### config.mk
export PLATFORM = sky130hd
export DESIGN_NAME = mem_arbiter
export DESIGN_NICKNAME = d
export VERILOG_FILES = /design/src/rtl/mem_pkg.sv /design/src/rtl/mem_rr_arb2.sv /design/src/rtl/mem_arbiter.sv
export SDC_FILE = /design/constraint.sdc
export NUM_CORES = 1
export LEC_CHECK = 0
export CAP_MARGIN = 20
export CORE_MARGIN = 5
export CORE_UTILIZATION = 36
export CTS_BUF_LIST = sky130_fd_sc_hd__clkbuf_16
export CTS_CLUSTER_SIZE = 16
export DETAILED_ROUTE_END_ITERATION = 8
export GPL_TIMING_DRIVEN = 0
export PLACE_DENSITY = 0.76
export SLEW_MARGIN = 20
export SYNTH_ARGS = -nofsm -noshare
export SYNTH_HDL_FRONTEND = slang
export SYNTH_SLANG_ARGS = --single-unit
### constraint.sdc
create_clock -name clk -period 1.42 [get_ports clk]
set_input_delay 0.284 -clock clk [delete_from_list [all_inputs] [get_ports clk]]
set_output_delay 0.284 -clock clk [all_outputs]
set_load 0.02 [all_outputs]
### src/rtl/mem_pkg.sv
// Shared types and constants for the two-requester RAM arbiter.
package mem_pkg;

    typedef enum logic [1:0] {
        IDLE = 2'd0,
        BUSY = 2'd1,
        ACK  = 2'd2
    } state_t;

    localparam logic READ  = 1'b0;
    localparam logic WRITE = 1'b1;

    localparam logic GRANT_A = 1'b0;
    localparam logic GRANT_B = 1'b1;

    localparam int DEF_ADDR_W = 16;
    localparam int DEF_DATA_W = 16;

endpackage

### src/rtl/mem_rr_arb2.sv
// Two-way round-robin picker: a lone request wins, a tie goes to the side not granted last.
module mem_rr_arb2
    import mem_pkg::*;
(
    input  logic [1:0] req,
    input  logic       last_grant,
    output logic [1:0] grant
);

    always_comb begin
        grant = 2'b00;
        if (req == 2'b11) begin
            grant = (last_grant == GRANT_B) ? 2'b01 : 2'b10;
        end else begin
            grant = req;
        end
    end

endmodule

### src/rtl/mem_arbiter.sv
// Arbitrates CPU-data (A) and loader (B) access to a single-port synchronous-write RAM.
//
//   state | meaning
//   IDLE  | no transaction; RAM bus parked at zero
//   BUSY  | latched request driven onto the RAM bus; write commits on exit
//   ACK   | one-cycle ack to the winner; may accept the next request
module mem_arbiter
    import mem_pkg::*;
#(
    parameter int ADDR_W = DEF_ADDR_W,
    parameter int DATA_W = DEF_DATA_W
) (
    input  logic              clk,
    input  logic              rst,
    input  logic              a_req,
    input  logic              a_we,
    input  logic [ADDR_W-1:0] a_addr,
    input  logic [DATA_W-1:0] a_wdata,
    output logic              a_ack,
    output logic [DATA_W-1:0] a_rdata,
    input  logic              b_req,
    input  logic              b_we,
    input  logic [ADDR_W-1:0] b_addr,
    input  logic [DATA_W-1:0] b_wdata,
    output logic              b_ack,
    output logic [DATA_W-1:0] b_rdata,
    output logic [ADDR_W-1:0] mem_addr,
    output logic              mem_rw,
    output logic [DATA_W-1:0] mem_wdata,
    input  logic [DATA_W-1:0] mem_rdata,
    output logic              busy
);

    state_t            state_q, state_d;
    logic              last_grant_q, last_grant_d;
    logic              win_q, win_d;
    logic              lat_we_q, lat_we_d;
    logic [ADDR_W-1:0] lat_addr_q, lat_addr_d;
    logic [DATA_W-1:0] lat_wdata_q, lat_wdata_d;
    logic              a_ack_q, a_ack_d;
    logic              b_ack_q, b_ack_d;
    logic [DATA_W-1:0] a_rdata_q, a_rdata_d;
    logic [DATA_W-1:0] b_rdata_q, b_rdata_d;
    logic              busy_q, busy_d;
    logic [1:0]        grant;

    mem_rr_arb2 u_rr (
        .req        ({b_req, a_req}),
        .last_grant (last_grant_q),
        .grant      (grant)
    );

    always_comb begin
        state_d      = state_q;
        last_grant_d = last_grant_q;
        win_d        = win_q;
        lat_we_d     = lat_we_q;
        lat_addr_d   = lat_addr_q;
        lat_wdata_d  = lat_wdata_q;
        a_ack_d      = 1'b0;
        b_ack_d      = 1'b0;
        a_rdata_d    = a_rdata_q;
        b_rdata_d    = b_rdata_q;

        case (state_q)
            IDLE, ACK: begin
                if (grant != 2'b00) begin
                    state_d      = BUSY;
                    win_d        = grant[1] ? GRANT_B : GRANT_A;
                    last_grant_d = grant[1] ? GRANT_B : GRANT_A;
                    lat_we_d     = grant[1] ? b_we    : a_we;
                    lat_addr_d   = grant[1] ? b_addr  : a_addr;
                    lat_wdata_d  = grant[1] ? b_wdata : a_wdata;
                end else begin
                    state_d = IDLE;
                end
            end
            BUSY: begin
                state_d = ACK;
                if (win_q == GRANT_B) begin
                    b_ack_d = 1'b1;
                    if (lat_we_q == READ) b_rdata_d = mem_rdata;
                end else begin
                    a_ack_d = 1'b1;
                    if (lat_we_q == READ) a_rdata_d = mem_rdata;
                end
            end
            default: state_d = IDLE;
        endcase

        busy_d = (state_d == BUSY);
    end

    // Reset does not gate mem_rw: an in-flight write still lands at the reset edge.
    always_ff @(posedge clk) begin
        if (rst) begin
            state_q      <= IDLE;
            last_grant_q <= GRANT_B;
            win_q        <= GRANT_A;
            lat_we_q     <= READ;
            lat_addr_q   <= '0;
            lat_wdata_q  <= '0;
            a_ack_q      <= 1'b0;
            b_ack_q      <= 1'b0;
            a_rdata_q    <= '0;
            b_rdata_q    <= '0;
            busy_q       <= 1'b0;
        end else begin
            state_q      <= state_d;
            last_grant_q <= last_grant_d;
            win_q        <= win_d;
            lat_we_q     <= lat_we_d;
            lat_addr_q   <= lat_addr_d;
            lat_wdata_q  <= lat_wdata_d;
            a_ack_q      <= a_ack_d;
            b_ack_q      <= b_ack_d;
            a_rdata_q    <= a_rdata_d;
            b_rdata_q    <= b_rdata_d;
            busy_q       <= busy_d;
        end
    end

    always_comb begin
        mem_addr  = '0;
        mem_rw    = READ;
        mem_wdata = '0;
        if (state_q == BUSY) begin
            mem_addr  = lat_addr_q;
            mem_rw    = lat_we_q;
            mem_wdata = lat_wdata_q;
        end
    end

    assign a_ack   = a_ack_q;
    assign b_ack   = b_ack_q;
    assign a_rdata = a_rdata_q;
    assign b_rdata = b_rdata_q;
    assign busy    = busy_q;

endmodule

==> flow_summary.yaml, run 1 <==
yosys:
  library_cells_used_by_synthesis: 24
  netlist_instances: 386
  mappedNetlistNets: 472
  yosysWarnings: 0
  ys_flop_type: "sky130_fd_sc_hd__dfxtp_1"
  number_of_synthesized_flops_with_an_enable_pin: 0
  async_reset_ff_share_pct: 0
  synth-seq-cells: 72
  sequential_area_share_after_synthesis_pct: 47.4
  mappedNetlistArea_um2: 3040
  syn_area_per_cell_um2: 7.88
sta:
  final-setup-viol-count: 88
  tightest_slew_ns: 0.727
  grt_setup_unrepaired: "yes"
  post-route-worst-setup-slack_ns: -0.300
  clock_skew_ns: 0.00560
  hold_violations: 0
  report.final.slew_viol_count: 0
  hold_ws_ns: 0.428
  finalSetupTns_ns: -12.45
  min_period_over_period_pct: 121
  period_minus_slack_ns: 1.72
  maxSlewHeadroom_pct: 51.6
  clock.fmax_mhz: 581
clock_tree:
  cts-root-buf: "sky130_fd_sc_hd__clkbuf_16"
  clock_sinks: 72
  clock_tree.htree_level_count: 3
  clkLatencyLatePin_ns: 0.33
  hold_buffers: 0
  clk_path_buf_depth: 2
  clk_transition_reported_paths_ns: 0.06
  tritoncts: "yes"
  tritoncts_buffer_count: 9
global_route:
  grt_start_max_net_pins: 13
  grt_util_all_layers_pct: 19.3
  first_global_vias: 3295
  antenna_found_initial: 0
  wire_length_of_the_first_global_routing_pass_mm: 15.9
  grt.overflow.total: 0
place:
  detailedPlace.worstSlack_ns: -0.954
  io_buffer_count: 152
  hpwl_mm: 7.37
  placed_cell_area_um2: 4730
  dp.cells: 643
  gp_congestion: 0.783
finish:
  seq_area_um2: 1450
  instances_no_fill: 678
  syn_to_final_growth_pct: 97.3
  final_core_utilization_pct: 73.1
  fillCellCount: 613
  layout_commonest_cell: "sky130_fd_sc_hd__clkdlybuf4s50_1"
  diodes: 0
  num-nets-final: 654
  multi_input_comb_area_um2: 2120
  mostFrequentLayoutCells: "82 x sky130_fd_sc_hd__clkdlybuf4s50_1, 81 x sky130_fd_sc_hd__nand2_1, 69 x sky130_fd_sc_hd__dfxtp_1"
  layout.cell_area.non_filler_um2: 6000
  final_layout_size_suffix_gt1_share_pct: 42.1
floorplan:
  die_width_um: 102
  effective_utilization_at_floorplan_pct: 37.0
  dieArea_um2: 10400
  core-area_um2: 8220
  dieHeight_um: 102
  floorplan.rows: 33
  pin_count: 154
worst_setup_path:
  crit_path_top_delay_cell: "sky130_fd_sc_hd__dfxtp_2"
  crit_required_ns: 1.14
  critPathMostFrequentCell: "sky130_fd_sc_hd__buf_6"
  cp_startpoint: "state_q[0]"
  worstSetupPathType: "reg2out"
  nature_of_the_critical_path_endpoint: "output port"
  worst_path_largest_cell_delay_ns: 0.32
  worstReg2RegStart: "state_q[0]"
  start_kind: "flop"
  timing.critical_path.cells: "buf_6 > nor2b_4 > buf_12 > buf_8 > and2_4 > buf_6"
  critical_path_peak_fanout: 5
  worst_ep_arrival_time_ns: 1.44
pwr:
  vdd_ir_drop_max_mv: 0.749
  p_leak_nw: 2.47
  pwr_density_cell_nw_per_um2: 1000
  power_mw: 6.03
min_path:
  timing.hold.worst.start: "rst"
  hold_class: "in2reg"
routing:
  routed_wirelength_mm: 11.6
  route.detailed.vias_per_inst: 5.00
  routed_wire_length_per_instance_um: 17.0
  initialDrtViolationCount: 82
  postRouteAntennaNets: 0
  detail_route.first_pass.iterations: 5
  drc_errors: 0
  via_count: 3387
outcome:
  violated_checks: "setup timing"
  outcome: "finished with violations"
job:
  drv.max_cap_violation_count: 0
worst paths after layout:
kind,to,slack [ns],cells past startpoint
setup / recovery,mem_addr[5],-0.30,6
hold / removal,state_q[1],0.43,2
setup reg to reg,a_rdata[2],-0.16,7
hold reg to reg,b_rdata[6],0.45,2
registers in the layout, indices dropped and copies added, names as in the netlist:
signal / count
lat_addr_q: 16
lat_wdata_q: 16
busy: 1
b_ack: 1
last_grant_q: 1
a_ack: 1
lat_we_q: 1
a_rdata: 16
win_q: 1
b_rdata: 16
state_q: 2
power breakdown:
group / leakage (nW) / internal, mW / switching (mW)
registers: 0.592 / 2.17 / 0.112
logic: 1.73 / 0.810 / 0.751
clock network: 0.150 / 1.35 / 0.847
worst max-delay path: cells and delay by family, from the launching register on:
kind / cells / cell delay (ns)
buffers and inverters: 4 / 0.50
DFF: 1 / 0.32
and+or+nand+nor: 2 / 0.27
area by class of cell:
cell class,count,share of cell area (%)
sequential,72,24.1
clock buffer,9,3.75
buffer,29,4.13
multi-input combinational,282,35.2
timing repair buffer,174,29.6
clock inverter,7,1.06
tap,105,2.19
synth_stat cells, types with 2 or more instances:
cell | instances | area share (%)
sky130_fd_sc_hd__nand2b_1 | 2 | 0.41
sky130_fd_sc_hd__clkbuf_1 | 12 | 1.5
sky130_fd_sc_hd__a211oi_1 | 33 | 8.1
sky130_fd_sc_hd__and2_1 | 34 | 7.0
sky130_fd_sc_hd__a21oi_1 | 65 | 11
sky130_fd_sc_hd__nand2_1 | 97 | 12
sky130_fd_sc_hd__nor2_1 | 38 | 4.7
sky130_fd_sc_hd__buf_2 | 15 | 2.5
sky130_fd_sc_hd__dfxtp_1 | 72 | 47
sky130_fd_sc_hd__buf_4 | 4 | 0.99
kinds of logic after synthesis:
kind of cell / share of synthesized area [%]
AO/OA/AOI/OAI: 20.8
flip-flops: 47.4
buffers and inverters: 5.47
AND/OR/NAND/NOR: 26.3
timing repair:
action	4_1_cts	5_1_grt
pin swaps	23	41
endpoints found under the hold margin	0	0
gates cloned	4	7
setup buffers	3	9
endpoints found under the setup margin	119	90
resized for setup	299	173
layer usage:
metal | wire length (um) | global-route usage, %
met5 | 0 | 0
met3 | 914 | 6.35
met4 | 74 | 4.64
met2 | 6140 | 34.8
met1 | 4430 | 22.1
(Power assumes the default switching activity.)
==> run 2, diff against run 1 <==
- CORE_MARGIN: 5 -> 3
- GPL_ROUTABILITY_DRIVEN: unset -> 0
==> run 2 against run 1 <==
  * The run still ends with setup timing left
  * Total power grew 2.3%
  * Count of clock-buffer cells in the layout is the same
  * Design area is 1.9% lower
  * Sequential power about the same
  * Cell count is 1.0% higher
  * Via count up 1.0%
  * Maximum frequency fell by 0.99%
  * Global-route usage increased by 0.78 points
  * Sequential share of layout area is 0.44 points higher
  * Combinational power decreased by 5%
  * Sequential cell count did not move
  * Die area shrank 7.7%
  * Highest routed layer unchanged
==> flow_summary.yaml, run 2 (same netlist as run 1, synthesis figures left out) <==
outcome:
  outcome: "finished with violations"
  violated_checks: "setup timing"
clock_tree:
  clkLatencyLatePin_ns: 0.33
  tritoncts_buffer_count: 9
  clock_sinks: 72
  clk_path_buf_depth: 2
  cts-root-buf: "sky130_fd_sc_hd__clkbuf_16"
  clock_tree.htree_level_count: 3
  tritoncts: "yes"
  clk_transition_reported_paths_ns: 0.06
worst_setup_path:
  critPathMostFrequentCell: "sky130_fd_sc_hd__buf_6"
  timing.critical_path.cells: "buf_6 > nor2b_4 > buf_6 > buf_8 > and2_4 > buf_6"
  worst_path_largest_cell_delay_ns: 0.34
  crit_required_ns: 1.14
  worstSetupPathType: "reg2out"
  start_kind: "flop"
  critical_path_peak_fanout: 5
  nature_of_the_critical_path_endpoint: "output port"
  crit_path_top_delay_cell: "sky130_fd_sc_hd__dfxtp_2"
  worst_ep_arrival_time_ns: 1.45
finish:
  mostFrequentLayoutCells: "82 x sky130_fd_sc_hd__clkdlybuf4s50_1, 79 x sky130_fd_sc_hd__nand2_1, 70 x sky130_fd_sc_hd__dfxtp_1"
  final_layout_size_suffix_gt1_share_pct: 35.7
  instances_no_fill: 685
  layout_commonest_cell: "sky130_fd_sc_hd__clkdlybuf4s50_1"
  syn_to_final_growth_pct: 93.6
  layout.cell_area.non_filler_um2: 5890
  num-nets-final: 664
  diodes: 0
sta:
  report.final.slew_viol_count: 0
  grt_setup_unrepaired: "yes"
  maxSlewHeadroom_pct: 57.0
  post-route-worst-setup-slack_ns: -0.317
  clock.fmax_mhz: 576
  final-setup-viol-count: 90
  finalSetupTns_ns: -14.80
  tightest_slew_ns: 0.645
  hold_violations: 0
  period_minus_slack_ns: 1.74
  clock_skew_ns: 0.00557
  min_period_over_period_pct: 122
place:
  hpwl_mm: 7.26
  placed_cell_area_um2: 4730
  dp.cells: 640
  io_buffer_count: 152
  detailedPlace.worstSlack_ns: -0.985
floorplan:
  core-area_um2: 7970
  die_width_um: 97.9
  effective_utilization_at_floorplan_pct: 38.2
  pin_count: 154
  floorplan.rows: 32
  dieArea_um2: 9590
  dieHeight_um: 97.9
min_path:
  hold_class: "in2reg"
pwr:
  vdd_ir_drop_max_mv: 0.613
  internal-power_mw: 4.51
  comb_power_share_pct: 23.9
  pwr_density_cell_nw_per_um2: 1050
  clkPwrFrac_pct: 39.3
  p_leak_nw: 2.52
  power.switching_fraction_pct: 26.8
  p_switching_mw: 1.65
  power_frac_seq_pct: 36.8
routing:
  routed_wirelength_mm: 11.2
  detail_route.first_pass.iterations: 4
  drc_errors: 0
  via_count: 3422
  route.detailed.vias_per_inst: 5.00
  postRouteAntennaNets: 0
  initialDrtViolationCount: 96
  routed_wire_length_per_instance_um: 16.3
job:
  drv.max_cap_violation_count: 0
global_route:
  grt.overflow.total: 0
  wire_length_of_the_first_global_routing_pass_mm: 15.5
  grt_util_all_layers_pct: 20.1
  first_global_vias: 3180
  grt_start_max_net_pins: 14
  antenna_found_initial: 0
[run 2: power groups by stage]
stage | sequential (mW) | clock (mW) | combinational [mW]
global route | 2.28 | 2.53 | 1.57
global placement | 2.27 | 0 | 1.04
floorplan | 2.31 | 0 | 0.495
finish | 2.27 | 2.42 | 1.48
CTS | 2.25 | 2.44 | 1.15
detailed placement | 2.28 | 0 | 1.05
[run 2: final timing paths]
check	depth (start not counted)	end	slack, ns	from
worst max-delay path	6	mem_wdata[9]	-0.32	state_q[0]
worst max register to register	7	a_rdata[6]	-0.19	state_q[0]
worst min-delay path	2	last_grant_q	0.36	b_req
worst min register to register	2	b_rdata[7]	0.45	b_rdata[7]
[run 2: area by class of cell]
| type | instances | area (um^2) |
|---|---|---|
| timing repair buffer | 184 | 1910 |
| clock buffer | 9 | 225 |
| multi-input combinational | 282 | 1840 |
| buffer | 29 | 246 |
| tap | 102 | 128 |
| sequential | 72 | 1440 |
| clock inverter | 7 | 96.3 |
| fill | 588 | 2080 |
[run 2: per-stage QoR]
| step | utilization, % | hold WS (ns) | power (mW) |
|---|---|---|---|
| after floorplan | - | 0.420 | 2.80 |
| after global placement | 59.4 | 0.443 | 3.31 |
| after detailed placement | 59.4 | 0.447 | 3.33 |
| after CTS | 65.9 | 0.385 | 5.84 |
| after global routing | 73.9 | 0.396 | 6.39 |
| final | 73.9 | 0.356 | 6.17 |
[run 2: critical path: cells and delay by family (launching register included)]
family / cells / cell delay (ns)
buf+inv: 4 / 0.46
flops: 1 / 0.34
simple gates: 2 / 0.33
[run 2: layer usage]
layer | GRT usage [%] | routed length, um
met1 | 22.5 | 4390
met3 | 7.29 | 992
met4 | 7.45 | 158
met2 | 34.8 | 5640
met5 | 0 | 0
[run 2: timing repair]
item / 4_1_cts / 5_1_grt
pin swaps: 31 / 44
resized for setup: 295 / 112
setup endpoints to repair: 119 / 85
endpoints found under the hold margin: 0 / 0
cloned: 3 / 9
buffers inserted: 5 / 16
hold buffers: 0 / 0
==> run 3, diff against run 2 <==
- CORE_MARGIN: 3 -> 2
==> run 3 against run 2 <==
  * The run still ends with setup timing left
  * Cell count decreased by 0.44%
  * Utilization shrank 3.9 points
  * Global-route usage rose by 3.4 points
  * Sequential power barely moved
==> flow_summary.yaml, run 3 (same netlist as run 1, synthesis figures left out) <==
routing:
  drc_errors: 0
  routed_wire_length_per_instance_um: 16.1
  route.detailed.vias_per_inst: 5.11
  detail_route.first_pass.iterations: 5
  postRouteAntennaNets: 0
  routed_wirelength_mm: 11.0
  via_count: 3485
  initialDrtViolationCount: 102
worst_setup_path:
  worst-r2r-cell-count: 8
  worst_path_largest_cell_delay_ns: 0.34
  setup.reg_to_reg.worst_slack_ns: -0.26
  cp_top_family: "buffers and inverters"
  crit_end: "mem_wdata[11]"
  critical_path.n_buffers_inverters: 3
  start_kind: "flop"
  worst_ep_arrival_time_ns: 1.46
  crit_path_top_delay_cell: "sky130_fd_sc_hd__dfxtp_2"
  cp_startpoint: "state_q[0]"
  nature_of_the_critical_path_endpoint: "output port"
  critical_path_peak_fanout: 5
  critPathMostFrequentCell: "sky130_fd_sc_hd__buf_6"
  timing.critical_path.cells: "buf_6 > nor2b_4 > clkbuf_8 > and2_2 > buf_6"
  cp_num_cells: 5
  critical_path.reg2reg.endpoint: "a_rdata[14]"
  worstReg2RegStart: "state_q[0]"
  worstSetupPathType: "reg2out"
  crit_required_ns: 1.14
place:
  hpwl_mm: 7.07
  dp.cells: 643
  detailedPlace.worstSlack_ns: -0.960
  io_buffer_count: 152
finish:
  layout_commonest_cell: "sky130_fd_sc_hd__nand2_1"
  final_layout_size_suffix_gt1_share_pct: 33.1
  diodes: 0
  syn_to_final_growth_pct: 89.3
  fillCellCount: 647
  mostFrequentLayoutCells: "97 x sky130_fd_sc_hd__nand2_1, 82 x sky130_fd_sc_hd__clkdlybuf4s50_1, 70 x sky130_fd_sc_hd__dfxtp_1"
  instances_no_fill: 682
  num-nets-final: 659
sta:
  report.final.slew_viol_count: 0
  min_period_over_period_pct: 123
  final-setup-viol-count: 95
  tightest_slew_ns: 0.653
  post-route-worst-setup-slack_ns: -0.323
  clock_skew_ns: 0.00572
  period_minus_slack_ns: 1.74
  finalSetupTns_ns: -18.08
  clock.fmax_mhz: 574
  maxSlewHeadroom_pct: 56.4
  hold_violations: 0
  grt_setup_unrepaired: "yes"
  hold_ws_ns: 0.434
floorplan:
  pin_count: 154
  effective_utilization_at_floorplan_pct: 37.0
  die_width_um: 95.9
  dieArea_um2: 9200
  core-area_um2: 8220
  dieHeight_um: 95.9
  floorplan.rows: 33
global_route:
  grt_util_all_layers_pct: 23.5
  antenna_found_initial: 0
  wire_length_of_the_first_global_routing_pass_mm: 16.5
  grt_start_max_net_pins: 13
  grt.overflow.total: 0
  first_global_vias: 3410
clock_tree:
  clock_tree.htree_level_count: 3
  clk_path_buf_depth: 2
  clock_sinks: 72
  clk_transition_reported_paths_ns: 0.06
  tritoncts: "yes"
  clkLatencyLatePin_ns: 0.32
  tritoncts_buffer_count: 9
  cts-root-buf: "sky130_fd_sc_hd__clkbuf_16"
pwr:
  pwr_density_cell_nw_per_um2: 997
  power_mw: 5.74
  vdd_ir_drop_max_mv: 0.761
  p_leak_nw: 2.42
min_path:
  hold_class: "in2reg"
  hold_path_depth: 2
outcome:
  outcome: "finished with violations"
  violated_checks: "setup timing"
job:
  drv.max_cap_violation_count: 0
-- run 3: cell count changes in the layout (fill, tap and decap cells not counted), moves of 4 or more --
cell	previous run	this run
sky130_fd_sc_hd__a21oi_2	14	21
sky130_fd_sc_hd__nand2_2	9	0
sky130_fd_sc_hd__nand2_1	79	97
sky130_fd_sc_hd__a21oi_1	50	32
sky130_fd_sc_hd__buf_4	14	8
sky130_fd_sc_hd__clkbuf_8	0	5
sky130_fd_sc_hd__nand2_4	9	0
sky130_fd_sc_hd__clkbuf_16	13	9
sky130_fd_sc_hd__buf_8	10	1
sky130_fd_sc_hd__nor2_1	22	36
sky130_fd_sc_hd__a21oi_4	1	12
sky130_fd_sc_hd__buf_6	47	58
sky130_fd_sc_hd__nor2_2	15	1
-- run 3: worst min path at each step --
stage / start / end / slack (ns)
2_1_floorplan: mem_rdata[10] / a_rdata[10] / 0.42
3_3_place_gp: b_rdata[3] / b_rdata[3] / 0.44
3_5_place_dp: a_rdata[9] / a_rdata[9] / 0.45
4_1_cts: rst / state_q[1] / 0.41
5_1_grt: rst / state_q[1] / 0.45
6_report: rst / state_q[1] / 0.43
-- run 3: where the power goes --
part	total, mW	switching [mW]	internal (mW)
Sequential	2.25	0.0872	2.16
Clock	2.03	0.860	1.17
Combinational	1.47	0.696	0.769
-- run 3: worst reg2reg max path: cells and delay by family, from the launching register on --
| kind | cells | cell delay (ns) |
|---|---|---|
| buffers and inverters | 5 | 0.59 |
| and+or+nand+nor | 2 | 0.53 |
| DFF | 1 | 0.34 |
| AOI/OAI and AO/OA | 1 | 0.08 |
-- run 3: layer usage --
| metal | global-route usage [%] | part of all wire [%] | up-vias |
|---|---|---|---|
| li1 | - | - | 1671 |
| met1 | 25.7 | 40 | 1628 |
| met2 | 43.3 | 51 | 158 |
| met3 | 5.48 | 7.4 | 28 |
| met4 | 9.52 | 2.2 | 0 |
| met5 | 0 | 0 | - |
-- run 3: final cells by class --
class / count / area, um^2 / area share, %
plain buffers: 30 / 231 / 4.02
clock buffers: 9 / 225 / 3.91
clock inverters: 6 / 36.3 / 0.630
multi-input cells: 283 / 1900 / 32.9
flip-flops and latches: 72 / 1440 / 25.1
well taps: 105 / 131 / 2.28
repair buffers: 177 / 1800 / 31.2
-- run 3: stage by stage --
| step | utilization (%) | area [um^2] |
|---|---|---|
| floorplan | - | 3080 |
| global placement | 57.6 | 4730 |
| detailed placement | 57.6 | 4730 |
| CTS | 67.1 | 5510 |
| global route | 70.1 | 5760 |
| finish | 70.1 | 5760 |
-- run 3: repair_timing --
item | in CTS | in global routing
setup buffers | 13 | 3
gates resized for setup | 348 | 43
gates cloned | 11 | 0
hold buffers | 0 | 0
setup endpoints to repair | 119 | 96
pin swaps | 60 | 15
